$ cat src/rtl/bcd_pkg.sv
// Shared constants, state encoding and the decimal-corrected digit adder
// used by the serial BCD add/subtract unit and its display driver.
package bcd_pkg;

  // Segment patterns, bit order abcdefg (index 0 = a), active-low.
  localparam logic [0:6] SEG_0     = 7'b0000001;
  localparam logic [0:6] SEG_1     = 7'b1001111;
  localparam logic [0:6] SEG_2     = 7'b0010010;
  localparam logic [0:6] SEG_3     = 7'b0000110;
  localparam logic [0:6] SEG_4     = 7'b1001100;
  localparam logic [0:6] SEG_5     = 7'b0100100;
  localparam logic [0:6] SEG_6     = 7'b0100000;
  localparam logic [0:6] SEG_7     = 7'b0001111;
  localparam logic [0:6] SEG_8     = 7'b0000000;
  localparam logic [0:6] SEG_9     = 7'b0000100;
  localparam logic [0:6] SEG_BLANK = 7'b1111111;
  localparam logic [0:6] SEG_MINUS = 7'b1111110;
  localparam logic [0:6] SEG_E     = 7'b0110000;

  typedef enum logic [1:0] {
    IDLE = 2'd0,
    RUN  = 2'd1,
    FIN  = 2'd2
  } state_e;

  // Returns {carry, sum}; binary sums above 9 are pushed past 16 by adding 6.
  function automatic logic [4:0] bcd_digit_add(input logic [3:0] a,
                                               input logic [3:0] b,
                                               input logic       c);
    logic [5:0] z;
    z = {2'b00, a} + {2'b00, b} + {5'b00000, c};
    if (z > 6'd9) begin
      z = z + 6'd6;
      return {1'b1, z[3:0]};
    end
    return {1'b0, z[3:0]};
  endfunction

endpackage

$ cat src/rtl/bcd_to_seg.sv
// Combinational BCD code to active-low abcdefg pattern; non-BCD codes blank.
module bcd_to_seg
  import bcd_pkg::*;
(
  input  logic [3:0] code_i,
  output logic [0:6] seg_o
);

  always_comb begin
    seg_o = SEG_BLANK;
    case (code_i)
      4'd0:    seg_o = SEG_0;
      4'd1:    seg_o = SEG_1;
      4'd2:    seg_o = SEG_2;
      4'd3:    seg_o = SEG_3;
      4'd4:    seg_o = SEG_4;
      4'd5:    seg_o = SEG_5;
      4'd6:    seg_o = SEG_6;
      4'd7:    seg_o = SEG_7;
      4'd8:    seg_o = SEG_8;
      4'd9:    seg_o = SEG_9;
      default: seg_o = SEG_BLANK;
    endcase
  end

endmodule

$ cat src/rtl/bcd_serial_adder_disp.sv
// Serial (one digit per clock, LSD first) BCD add/subtract with published
// result registers and a multiplexed common-anode 7-segment scanner.
module bcd_serial_adder_disp
  import bcd_pkg::*;
#(
  parameter int DIGITS      = 4,
  parameter int REFRESH_DIV = 1024
) (
  input  logic                  clk,
  input  logic                  rst_n,
  input  logic                  start,
  input  logic                  sub,
  input  logic                  cin,
  input  logic [4*DIGITS-1:0]   a,
  input  logic [4*DIGITS-1:0]   b,
  output logic                  busy,
  output logic                  done,
  output logic [4*DIGITS-1:0]   result,
  output logic                  cout,
  output logic                  neg,
  output logic                  err,
  output logic [0:6]            seg,
  output logic [DIGITS:0]       an,
  output state_e                dbg_state
);

  localparam int W  = 4 * DIGITS;
  localparam int AW = DIGITS + 1;
  localparam int IW = (DIGITS > 1) ? $clog2(DIGITS) : 1;
  localparam int PW = $clog2(DIGITS + 1);
  localparam int DW = $clog2(REFRESH_DIV);

  // Handshake: start is sampled only while busy is low; done is a one-cycle
  // pulse in the cycle the published result/cout/neg/err first hold new values.

  state_e        state_q;
  logic [W-1:0]  a_q, b_q, acc_q, result_q;
  logic [IW-1:0] idx_q;
  logic          sub_q, carry_q, err_int_q;
  logic          busy_q, done_q, cout_q, neg_q, err_q;

  logic [3:0]    a_dig, b_dig, b_eff;
  logic [4:0]    dsum;
  logic          err_d, last_dig;
  logic [W-1:0]  acc_d;

  always_comb begin
    a_dig    = 4'(a_q >> {idx_q, 2'b00});
    b_dig    = 4'(b_q >> {idx_q, 2'b00});
    b_eff    = sub_q ? (4'd9 - b_dig) : b_dig;
    dsum     = bcd_digit_add(a_dig, b_eff, carry_q);
    err_d    = err_int_q | (a_dig > 4'd9) | (b_dig > 4'd9);
    last_dig = (idx_q == IW'(DIGITS - 1));
    acc_d    = acc_q;
    for (int i = 0; i < DIGITS; i++) begin
      if (idx_q == IW'(i)) acc_d[4*i +: 4] = dsum[3:0];
    end
  end

  // The last RUN cycle publishes, so FIN is the cycle in which done is high.
  always_ff @(posedge clk or negedge rst_n) begin
    if (!rst_n) begin
      state_q   <= IDLE;
      a_q       <= '0;
      b_q       <= '0;
      acc_q     <= '0;
      result_q  <= '0;
      idx_q     <= '0;
      sub_q     <= 1'b0;
      carry_q   <= 1'b0;
      err_int_q <= 1'b0;
      busy_q    <= 1'b0;
      done_q    <= 1'b0;
      cout_q    <= 1'b0;
      neg_q     <= 1'b0;
      err_q     <= 1'b0;
    end else begin
      done_q <= 1'b0;
      case (state_q)
        IDLE: begin
          if (start) begin
            a_q       <= a;
            b_q       <= b;
            sub_q     <= sub;
            carry_q   <= sub | cin;
            idx_q     <= '0;
            acc_q     <= '0;
            err_int_q <= 1'b0;
            busy_q    <= 1'b1;
            state_q   <= RUN;
          end
        end
        RUN: begin
          acc_q     <= acc_d;
          carry_q   <= dsum[4];
          err_int_q <= err_d;
          idx_q     <= idx_q + IW'(1);
          if (last_dig) begin
            state_q  <= FIN;
            done_q   <= 1'b1;
            result_q <= err_d ? '0 : acc_d;
            cout_q   <= ~err_d & dsum[4];
            neg_q    <= ~err_d & sub_q & ~dsum[4];
            err_q    <= err_d;
          end
        end
        FIN: begin
          busy_q  <= 1'b0;
          state_q <= IDLE;
        end
        default: state_q <= IDLE;
      endcase
    end
  end

  logic [DW-1:0] div_q;
  logic [PW-1:0] ptr_q;
  logic          lit_q, tick;

  assign tick = (div_q == DW'(REFRESH_DIV - 1));

  // The first tick only lights position 0; later ticks advance the pointer.
  always_ff @(posedge clk or negedge rst_n) begin
    if (!rst_n) begin
      div_q <= '0;
      ptr_q <= '0;
      lit_q <= 1'b0;
    end else if (tick) begin
      div_q <= '0;
      if (!lit_q) lit_q <= 1'b1;
      else        ptr_q <= (ptr_q == PW'(DIGITS)) ? '0 : ptr_q + PW'(1);
    end else begin
      div_q <= div_q + DW'(1);
    end
  end

  logic [3:0] disp_code;
  logic [0:6] dec_seg;

  always_comb begin
    disp_code = 4'(result_q >> {ptr_q, 2'b00});
    if (ptr_q == PW'(DIGITS)) disp_code = {3'b000, cout_q};
  end

  bcd_to_seg u_bcd_to_seg (
    .code_i (disp_code),
    .seg_o  (dec_seg)
  );

  always_comb begin
    seg = SEG_BLANK;
    an  = '1;
    if (lit_q) begin
      an = ~(AW'(1) << ptr_q);
      if (err_q)                                seg = SEG_E;
      else if (ptr_q == PW'(DIGITS) && neg_q)   seg = SEG_MINUS;
      else                                      seg = dec_seg;
    end
  end

  assign busy      = busy_q;
  assign done      = done_q;
  assign result    = result_q;
  assign cout      = cout_q;
  assign neg       = neg_q;
  assign err       = err_q;
  assign dbg_state = state_q;

endmodule

$ cat config.mk
export PLATFORM = sky130hd
export DESIGN_NAME = bcd_serial_adder_disp
export DESIGN_NICKNAME = d
export VERILOG_FILES = /design/src/rtl/bcd_pkg.sv /design/src/rtl/bcd_to_seg.sv /design/src/rtl/bcd_serial_adder_disp.sv
export SDC_FILE = /design/constraint.sdc
export NUM_CORES = 1
export LEC_CHECK = 0
export ABC_AREA = 1
export CAP_MARGIN = 20
export CORE_MARGIN = 4
export CORE_UTILIZATION = 30
export CTS_CLUSTER_DIAMETER = 100
export DETAILED_ROUTE_END_ITERATION = 10
export GPL_ROUTABILITY_DRIVEN = 0
export PLACE_DENSITY_LB_ADDON = 0.3
export SYNTH_ARGS = -nofsm -noshare
export SYNTH_HDL_FRONTEND = slang
export SYNTH_SLANG_ARGS = --single-unit
$ cat constraint.sdc
create_clock -name clk -period 2.8 [get_ports clk]
set_input_delay 0.42 -clock clk [delete_from_list [all_inputs] [get_ports clk]]
set_output_delay 0.42 -clock clk [all_outputs]
set_load 0.01 [all_outputs]
==> flow_metrics.py <==
metrics = {
    "run_status": {
        "outcome": "finished with violations",
        "violations": "negative setup slack",
    },
    "final_layout": {
        "final_cell_count_no_fill": 941,
        "diodes": 0,
        "filler_cell_count": 1600,
        "final_layout_size_suffix_gt1_frac": 0.219,
        "fin_nets": 780,
        "postLayoutCoreUtil": 0.419,
        "seq_area_mm2": 0.00223,
        "flow.area_growth_from_synthesis_pct": 37.1,
        "multi_input_comb_area_mm2": 0.00252,
    },
    "route": {
        "drt_pass1_iterations": 4,
        "via_count": 4197,
        "wirelength_um": 12100,
        "via_to_cell_ratio": 4.46,
        "initialDrtViolationCount": 230,
        "antenna_left": 0,
        "drc": 0,
        "detail_route.wl_per_cell_um": 12.8,
    },
    "timing": {
        "final_period_minus_worst_setup_slack_ns": 2.90,
        "hold_viol_final": 0,
        "fmaxAchievable_ghz": 0.345,
        "clock_skew_ns": 0.00599,
        "rsz_0062_raised_after_global_routing": "yes",
        "post-route-period-util": 1.04,
        "pin_slew_with_the_least_headroom_to_its_limit_ns": 0.591,
        "timing.final.max_slew_violations": 0,
        "setup_viol_count_final": 25,
        "worst_hold_slack_ns": 0.0337,
        "slew-limit-headroom": 0.606,
        "setup_slack_ns": -0.102,
    },
    "synth": {
        "ys_ff_latch": 89,
        "synthDominantCellAreaShare": 0.461,
        "ys.flop_type": "dfrtp_1",
        "yosys_warnings": 0,
        "postSynth.asyncResetShare": 1.00,
        "seq_area_frac_synth": 0.461,
        "synth-edff-count": 0,
        "post-synth-top-area-cell": "dfrtp_1",
        "synth_area_mm2": 0.00483,
        "post_synth_main_area_contributors": "dfrtp_1, nand2_1, ha_1",
        "netlist-cell-type-count": 41,
        "netlist_instances": 611,
        "synth_fp_nets": 671,
        "avgSynthCellArea_um2": 7.91,
    },
    "clocking": {
        "tritoncts_clock_tree": "yes",
        "cts_hold_buffers": 0,
        "clock_sink_count": 89,
        "clock_latency_reported_for_the_late_side_of_the_worst_skew_pair_ns": 0.35,
        "htree_num_levels": 3,
        "numCtsBuffers": 9,
        "worst_setup_hold_path_clk_slew_ns": 0.06,
        "cts_root_buf": "clkbuf_16",
        "cts_max_path_buffers": 2,
    },
    "setup_path": {
        "setup.worst_path.end_class": "flip-flop",
        "timing.critical_path.mode_cell": "nand2_2",
        "critPathArrivalTime_ns": 3.14,
        "path_max_fanout": 6,
        "path_delay_family": "simple AND/OR/NAND/NOR gates",
        "timing.critical_path.buf_inv": 4,
        "reg2reg_slack_ns": -0.10,
        "worst-setup-path-type": "flip-flop to flip-flop",
        "slowest_delay_ns": 0.43,
        "slowest_stage": "dfrtp_2",
        "worstSetupStartpointType": "flip-flop",
        "crit_required_ns": 3.04,
        "timing.critical_path.cells": "clkinv_4, buf_4, buf_4, nand2_2, nand3_2, nand2_2, ha_4, nand2_1, o21ai_1, ha_2, buf_4, a21oi_4, nand2_2, nand2_2, nand3_4, nand3b_1, nand3_1, nand3_1, nand2_1",
    },
    "die": {
        "start_util": 0.305,
        "design.portCount": 72,
        "core_area_mm2": 0.0158,
        "floorplan.die.height_um": 135,
        "die_area_mm2": 0.0182,
        "rows": 46,
        "die_w_um": 135,
    },
    "place": {
        "place_hpwl_um": 8680,
        "numPortBuffers": 71,
        "placedCellCount": 915,
        "dp_slack_ns": -0.0917,
    },
    "run": {
        "cap_violations": 0,
    },
    "min_path": {
        "hp-class": "input pin to async pin",
    },
    "global_routing": {
        "global_route_wire_length_before_repair_um": 19900,
        "globalRouteTotalUtil": 0.135,
        "grt_pass1_vias": 4077,
        "antenna_found_initial": 0,
        "maximum_number_of_pins_on_one_net_before_global_route_repair": 56,
        "global_route_congestion_overflow_total": 0,
    },
}
## repair_timing
item / in CTS / in global routing
endpoints found under the setup margin: 32 / 33
buffers inserted: 1 / 9
pin swaps: 4 / 13
resized for setup: 20 / 56
## logic make-up after synthesis
kind of cell,Yosys count,synth area share
buffers and inverters,69,0.0642
xor gates and xnor gates,5,0.00906
AOI/OAI and AO/OA,56,0.0660
DFF,89,0.461
adders and majority gates,23,0.0627
and+or+nand+nor,369,0.337
## path summary, 6_finish.rpt
path                                from        to  cells past startpoint
max in group asynchronous          rst_n  div_q[7]                      2
worst max register to register  idx_q[0]  acc_q[5]                     19
min in group clk                  b_q[3]    b_q[3]                      2
worst max-delay path            idx_q[0]  acc_q[5]                     19
worst min register to register    b_q[3]    b_q[3]                      2
worst min-delay path               rst_n   a_q[10]                      1
## synthesized netlist by cell type (6+ instances only)
cell type  instances
a21oi_1            6
o21ai_0           35
clkbuf_1           9
nand3_1           52
inv_1             43
nand2_1          245
nor2_1            29
inv_2              6
or2_2             15
dfrtp_1           89
ha_1              21
nand3_2           12
## area by class of cell
type	instances	share of cell area
inverter	51	0.0300
timing repair buffer	116	0.164
tap	216	0.0408
sequential	89	0.337
clock inverter	5	0.0119
multi-input combinational	453	0.380
clock buffer	11	0.0366
## layout by cell type, fill, tap and decap left out, types with 2 or more instances in the layout
cell type / n
nand2_1: 230
clkdlybuf4s15_1: 2
buf_6: 4
nand3_4: 3
o21ai_1: 13
buf_12: 3
a21oi_1: 5
or2_2: 14
nand3_2: 26
inv_1: 40
buf_4: 39
nand3_1: 36
nand2_2: 18
clkbuf_2: 3
dfrtp_2: 2
clkinv_4: 2
nand4_1: 4
inv_2: 8
bufinv_16: 2
xor2_1: 3
ha_1: 18
clkbuf_16: 9
ha_4: 2
fa_2: 2
o211ai_2: 2
clkdlybuf4s50_1: 63
nor2_2: 2
dfrtp_1: 87
nor2_1: 27
nand2_4: 2
clkinv_2: 2
o21ai_0: 24
o21ai_2: 4
## per-layer routing
layer	global-route usage	up-vias	share of wire
met1	0.178	1952	0.48
met3	0.0335	11	0.041
met2	0.220	69	0.47
li1	-	2165	-
met5	0	-	0
met4	0.0447	0	0.015
## registers in the layout (all words and copies together), names as in the netlist, 2 cells and up
signal / flops
div_q: 10
idx_q: 2
a_q: 16
b_q: 16
ptr_q: 3
dbg_state: 2
acc_q: 15
result: 16
## through the flow
stage | instance area, µm² | TNS, ns
2_1_floorplan | 4870 | -0.679
3_3_place_gp | 6030 | -0.218
3_5_place_dp | 6030 | -1.19
4_1_cts | 6380 | -0.576
5_1_grt | 6630 | -5.23
6_report | 6630 | -0.913
Power is not shown: default switching activity piles up to over one toggle a cycle in this logic, so the estimate is an artifact.
